## config.mk

```make
export PLATFORM = sky130hd
export DESIGN_NAME = pdm_tx
export DESIGN_NICKNAME = d
export VERILOG_FILES = /design/src/rtl/pdm_tx_pkg.sv /design/src/rtl/pdm_tx_fifo.sv /design/src/rtl/pdm_tx.sv
export SDC_FILE = /design/constraint.sdc
export NUM_CORES = 1
export LEC_CHECK = 0
export BUFFER_PORTS_ARGS = -buffer_cell sky130_fd_sc_hd__clkbuf_2
export CORE_MARGIN = 10
export CORE_UTILIZATION = 55
export CTS_CLUSTER_SIZE = 24
export DETAILED_ROUTE_END_ITERATION = 8
export PLACE_DENSITY = 0.76
export REMOVE_ABC_BUFFERS = 1
export SYNTH_ARGS = -nofsm -noshare
export SYNTH_HDL_FRONTEND = slang
export SYNTH_SLANG_ARGS = --single-unit
```

## constraint.sdc

```tcl
create_clock -name clk -period 2.5 [get_ports clk]
set_clock_uncertainty 0.05 [all_clocks]
set_input_delay 0.25 -clock clk [delete_from_list [all_inputs] [get_ports clk]]
set_output_delay 0.25 -clock clk [all_outputs]
set_load 0.02 [all_outputs]
```

## src/rtl/pdm_tx_pkg.sv

```systemverilog
// pdm_tx_pkg: shared types and constants for the PDM playback transmitter.
package pdm_tx_pkg;

    localparam int PCM_W = 8;
    localparam logic [PCM_W-1:0] PCM_MIDSCALE = 8'h80;

    typedef enum logic [1:0] {
        IDLE = 2'd0,
        WAIT = 2'd1,
        RUN  = 2'd2
    } state_t;

endpackage

```

## src/rtl/pdm_tx_fifo.sv

```systemverilog
// pdm_tx_fifo: small synchronous sample FIFO with occupancy count.
// A push is refused when full, even if a pop happens in the same cycle.
module pdm_tx_fifo
    import pdm_tx_pkg::*;
#(
    parameter int DEPTH = 4
) (
    input  logic                     clk,
    input  logic                     reset,
    input  logic                     push,
    input  logic                     pop,
    input  logic [PCM_W-1:0]         wdata,
    output logic [PCM_W-1:0]         rdata,
    output logic                     full,
    output logic                     empty,
    output logic [$clog2(DEPTH):0]   level
);

    localparam int AW = $clog2(DEPTH);
    localparam int LW = AW + 1;
    localparam logic [LW-1:0] LVL_FULL = LW'(DEPTH);

    logic [PCM_W-1:0] mem [DEPTH];
    logic [AW-1:0]    wr_ptr;
    logic [AW-1:0]    rd_ptr;
    logic             do_push;
    logic             do_pop;

    assign full    = (level == LVL_FULL);
    assign empty   = (level == '0);
    assign do_push = push && !full;
    assign do_pop  = pop && !empty;
    assign rdata   = mem[rd_ptr];

    // Sample storage; contents need no reset since level gates every read.
    always_ff @(posedge clk) begin
        if (do_push) begin
            mem[wr_ptr] <= wdata;
        end
    end

    // Pointers wrap naturally because DEPTH is a power of two.
    always_ff @(posedge clk or posedge reset) begin
        if (reset) begin
            wr_ptr <= '0;
            rd_ptr <= '0;
            level  <= '0;
        end else begin
            if (do_push) begin
                wr_ptr <= wr_ptr + AW'(1);
            end
            if (do_pop) begin
                rd_ptr <= rd_ptr + AW'(1);
            end
            case ({do_push, do_pop})
                2'b10:   level <= level + LW'(1);
                2'b01:   level <= level - LW'(1);
                default: level <= level;
            endcase
        end
    end

endmodule

```

## src/rtl/pdm_tx.sv

```systemverilog
// pdm_tx: PCM-to-PDM playback transmitter with first-order delta-sigma
// modulator, bit-clock divider and sample FIFO.
// Build option PDM_TX_UNDERRUN_HOLD_EN: when defined, an underrun repeats
// the last sample; otherwise the modulator falls back to mid-scale silence.
//
// state | meaning
// ------+----------------------------------------------------------
// IDLE  | amplifier off, divider parked at 0, outputs low
// WAIT  | amplifier on, divider running, waiting for a first sample
// RUN   | modulating cur_sample, one PDM bit per bit period
module pdm_tx
    import pdm_tx_pkg::*;
#(
    parameter int CLK_DIV    = 50,
    parameter int OSR        = 64,
    parameter int FIFO_DEPTH = 4
) (
    input  logic                          clk,
    input  logic                          reset,
    input  logic                          enable,
    input  logic [PCM_W-1:0]              pcm_data,
    input  logic                          pcm_valid,
    output logic                          pcm_ready,
    output logic                          mclk,
    output logic                          ampPWM,
    output logic                          ampSD,
    output logic                          underrun,
    output logic [$clog2(FIFO_DEPTH):0]   fifo_level
);

    localparam int DW = $clog2(CLK_DIV);
    localparam int SW = $clog2(OSR);
    localparam logic [DW-1:0] DIV_LAST = DW'(CLK_DIV - 1);
    localparam logic [DW-1:0] DIV_HALF = DW'(CLK_DIV / 2);
    localparam logic [SW-1:0] SMP_LAST = SW'(OSR - 1);

    state_t           state;
    logic [DW-1:0]    div_cnt;
    logic [DW-1:0]    div_next;
    logic [SW-1:0]    sample_cnt;
    logic [PCM_W-1:0] acc;
    logic [PCM_W:0]   acc_next;
    logic [PCM_W-1:0] cur_sample;
    logic             bit_tick;
    logic             boundary;
    logic             fifo_pop;
    logic             fifo_full;
    logic             fifo_empty;
    logic [PCM_W-1:0] fifo_rdata;

    assign bit_tick  = (state != IDLE) && (div_cnt == DIV_LAST);
    assign boundary  = (state == RUN) && bit_tick && (sample_cnt == SMP_LAST);
    assign div_next  = bit_tick ? '0 : div_cnt + DW'(1);
    assign acc_next  = {1'b0, acc} + {1'b0, cur_sample};
    assign fifo_pop  = enable && bit_tick && !fifo_empty && ((state == WAIT) || boundary);
    assign pcm_ready = !fifo_full;

    pdm_tx_fifo #(
        .DEPTH (FIFO_DEPTH)
    ) u_fifo (
        .clk   (clk),
        .reset (reset),
        .push  (pcm_valid),
        .pop   (fifo_pop),
        .wdata (pcm_data),
        .rdata (fifo_rdata),
        .full  (fifo_full),
        .empty (fifo_empty),
        .level (fifo_level)
    );

    // Sequencer, divider and modulator; mclk is computed from the next
    // divider value so its rising edge lines up with each new ampPWM bit.
    always_ff @(posedge clk or posedge reset) begin
        if (reset) begin
            state      <= IDLE;
            div_cnt    <= '0;
            sample_cnt <= '0;
            acc        <= '0;
            cur_sample <= PCM_MIDSCALE;
            mclk       <= 1'b0;
            ampPWM     <= 1'b0;
            ampSD      <= 1'b0;
            underrun   <= 1'b0;
        end else begin
            underrun <= 1'b0;
            if (state == IDLE) begin
                div_cnt <= '0;
                mclk    <= 1'b0;
                ampPWM  <= 1'b0;
                if (enable) begin
                    state <= WAIT;
                    ampSD <= 1'b1;
                    mclk  <= 1'b1;
                end
            end else if (!enable) begin
                state      <= IDLE;
                div_cnt    <= '0;
                sample_cnt <= '0;
                acc        <= '0;
                mclk       <= 1'b0;
                ampPWM     <= 1'b0;
                ampSD      <= 1'b0;
            end else begin
                div_cnt <= div_next;
                mclk    <= (div_next < DIV_HALF);
                case (state)
                    WAIT: begin
                        if (bit_tick && !fifo_empty) begin
                            cur_sample <= fifo_rdata;
                            sample_cnt <= '0;
                            state      <= RUN;
                        end
                    end
                    RUN: begin
                        if (bit_tick) begin
                            acc    <= acc_next[PCM_W-1:0];
                            ampPWM <= acc_next[PCM_W];
                            if (sample_cnt == SMP_LAST) begin
                                sample_cnt <= '0;
                                if (!fifo_empty) begin
                                    cur_sample <= fifo_rdata;
                                end else begin
                                    underrun <= 1'b1;
`ifdef PDM_TX_UNDERRUN_HOLD_EN
                                    cur_sample <= cur_sample;
`else
                                    cur_sample <= PCM_MIDSCALE;
`endif
                                end
                            end else begin
                                sample_cnt <= sample_cnt + SW'(1);
                            end
                        end
                    end
                    default: state <= IDLE;
                endcase
            end
        end
    end

endmodule

```

==> impl_metrics.env <==
export IMPL_status="completed"
export IMPL_cp_arrival_ns=2.64
export IMPL_drc=0
export IMPL_yosys_warnings=0
export IMPL_final_antenna_net_count=0
export IMPL_firstDrtPassIters=4
export IMPL_cts_buffers=9
export IMPL_final_area_um2=4130
export IMPL_crit_type="register to register"
export IMPL_synthTopCellsByArea="dfrtp_1, edfxtp_1, ha_1"
export IMPL_p_leak_nw=1.84
export IMPL_hold_class="input port to register"
export IMPL_io_buffers=19
export IMPL_via_per_inst=5.72
export IMPL_finalMaxSlewViolations=0
export IMPL_synth_common_cells="dfrtp_1, edfxtp_1, o21ai_0, ha_1, nor2_1"
export IMPL_use_met1_pct=15.8
export IMPL_clockBufferDepth=2
export IMPL_drive_gt1_share_pct=27.2
export IMPL_core_area_um2=6310
export IMPL_timing_final_crit_period_ns=2.41
export IMPL_drt_wl_total_mm=6.65
export IMPL_synth_cell_types=52
export IMPL_synth_edf_count=32
export IMPL_endpoint_kind="register"
export IMPL_synth_top_cell_by_area="dfrtp_1"
export IMPL_crit_required_ns=2.72
export IMPL_setup_viol=0
export IMPL_root_buffer="clkbuf_8"
export IMPL_async_reset_ff_share_pct=56.2
export IMPL_cts_tree="built"
export IMPL_detail_route_wl_per_cell_um=16.1
export IMPL_cts_sinks=73
export IMPL_htreeDepth=3
export IMPL_grt_pass1_wl_mm=11.0
export IMPL_num_rows=29
export IMPL_start_util_pct=56.5
export IMPL_vias=2357
export IMPL_synth_ff_type="dfrtp_1"
export IMPL_grt_use_met2_pct=22.9
export IMPL_netlist_area_um2=3570
export IMPL_top_usage_layer="met2"
export IMPL_hold_viol_final=0
export IMPL_place_hpwl_mm=4.68
export IMPL_cp_max_fo=2
export IMPL_final_setup_tns_ns=0
export IMPL_areaGrowthSynthToFinish_pct=15.8
export IMPL_die_w_um=101
export IMPL_peakVddDrop_v=0.00104
export IMPL_placed_area_um2=3860
export IMPL_grt_max_degree=25
export IMPL_max_cap_viol_count=0
export IMPL_setup_worst_path_start_class="register"
export IMPL_gp_congestion=0.811
export IMPL_clk_pin_slew_worst_paths_ns=0.09
export IMPL_grtUsageTotal_pct=13.5
export IMPL_grt_pass1_vias=2390
export IMPL_fin_crit_sh_pct=96.6
export IMPL_max_clock_freq_mhz=414
export IMPL_fp_dieH_um=101
export IMPL_antenna_cells=0
export IMPL_met3_usage_pct=3.29
export IMPL_slew_headroom_pct=51.5
export IMPL_antenna_found_initial=0
export IMPL_yosysMostFrequentCell="dfrtp_1"
export IMPL_drt_iter0_markers=89
export IMPL_io_pins=20
export IMPL_p_per_area_nw_per_um2=753
export IMPL_overflow=0
export IMPL_synth_top_area_share_pct=28.1
export IMPL_die_area_um2=10100
export IMPL_synth_seq_area_share_pct=55.8
export IMPL_synth_cells=284
export IMPL_syn_area_per_cell_um2=12.6
export IMPL_ys_ff_latch=73
export IMPL_fin_nets=362
export IMPL_tightest_slew_ns=0.727
export IMPL_clk_latency_ns=0.34
## metal layers
metal	wire length, um	part of all wire [%]	vias to the layer above
li1	-	-	1131
met1	2970	45	1173
met2	3380	51	43
met3	206	3.1	10
met4	92	1.4	0
met5	0	0	-
## registers in the layout (all words and copies together), names as in the netlist
register	count
acc	8
ampPWM	1
ampSD	1
cur_sample	8
div_cnt	6
mclk	1
sample_cnt	6
state	2
u_fifo.level	3
u_fifo.mem	32
u_fifo.rd_ptr	2
u_fifo.wr_ptr	2
underrun	1
## report_power, final
group | switching [W] | internal, W | total, W
sequential | 0.0000857 | 0.00143 | 0.00151
combinational | 0.000382 | 0.000240 | 0.000622
clock | 0.000492 | 0.000480 | 0.000972
## final timing paths
check / startpoint / endpoint / slack [ns] / depth (start not counted)
max: div_cnt[2] / u_fifo.level[2] / 0.09 / 10
min: pcm_data[7] / u_fifo.mem[2][7] / 0.07 / 1
max reg2reg: div_cnt[2] / u_fifo.level[2] / 0.09 / 10
min reg2reg: cur_sample[7] / cur_sample[7] / 0.43 / 2
max in group asynchronous: reset / cur_sample[7] / 1.23 / 4
min in group asynchronous: reset / div_cnt[2] / 0.50 / 3
## critical path, stage by stage (launching register included)
cell and delay (ns):
dfrtp_1 0.38, or2_4 0.25, or3_4 0.38, nor3_4 0.18, and2_4 0.18, ha_4 0.13, inv_2 0.04, fa_2 0.35
xor2_1 0.14, nor2_1 0.11, xor2_1 0.15
## stage by stage
stage	instances	power (W)	hold slack [ns]	util [%]	setup slack, ns
after global routing	412	0.00325	0.0682	65.4	-0.0122
after detailed placement	391	0.00213	0.346	61.2	-0.0331
after floorplan	276	0.00191	0.299	-	-0.166
after CTS	409	0.00311	0.0606	64.9	0.0425
final	412	0.00311	0.0671	65.4	0.0858
after global placement	391	0.00210	0.329	61.2	0.0451
## cell families (layout without fill, tap and decap cells)
logic type,count (synthesis),in the layout,share of synthesized area [%]
simple gates,82,82,12.2
compound gates,56,56,10.1
fa+ha+maj,20,20,7.44
buf+inv,22,73,2.91
mux,17,17,7.86
flops,73,73,55.8
xor+xnor,14,14,3.65
## layout by cell type (no fill, tap or decap), types with 2 or more instances in the layout
master,n
a211oi_1,2
a21o_1,2
a21oi_1,8
a22o_1,6
a31oi_1,2
and3_1,7
buf_4,22
clkbuf_2,19
clkbuf_8,9
dfrtp_1,40
edfxtp_1,32
ha_1,17
inv_1,12
inv_6,3
mux2_2,8
mux4_2,8
nand2_1,17
nand2b_1,4
nand3_1,12
nor2_1,18
nor2b_1,8
o21ai_0,18
o21ai_1,2
o22ai_1,3
o31ai_1,3
o41ai_1,3
or2_2,3
xnor2_1,4
xor2_1,9
## layout make-up
class | count | area (um2)
Clock buffer | 9 | 124
Clock inverter | 7 | 83.8
Fill cell | 458 | 2180
Inverter | 14 | 52.6
Multi-Input combinational cell | 189 | 1490
Sequential cell | 73 | 1990
Tap cell | 77 | 96.3
Timing Repair Buffer | 43 | 290
## repair_timing
| item | 4_1_cts | 5_1_grt |
|---|---|---|
| resized for setup | 3 | 4 |
| hold endpoints to repair | 17 | 0 |
| buffers inserted | 1 | 3 |
| hold buffers | 1 | 0 |
| endpoints found under the setup margin | 1 | 1 |
| pin swaps | 2 | 6 |
Note: power is estimated with default switching activity, not from simulation.
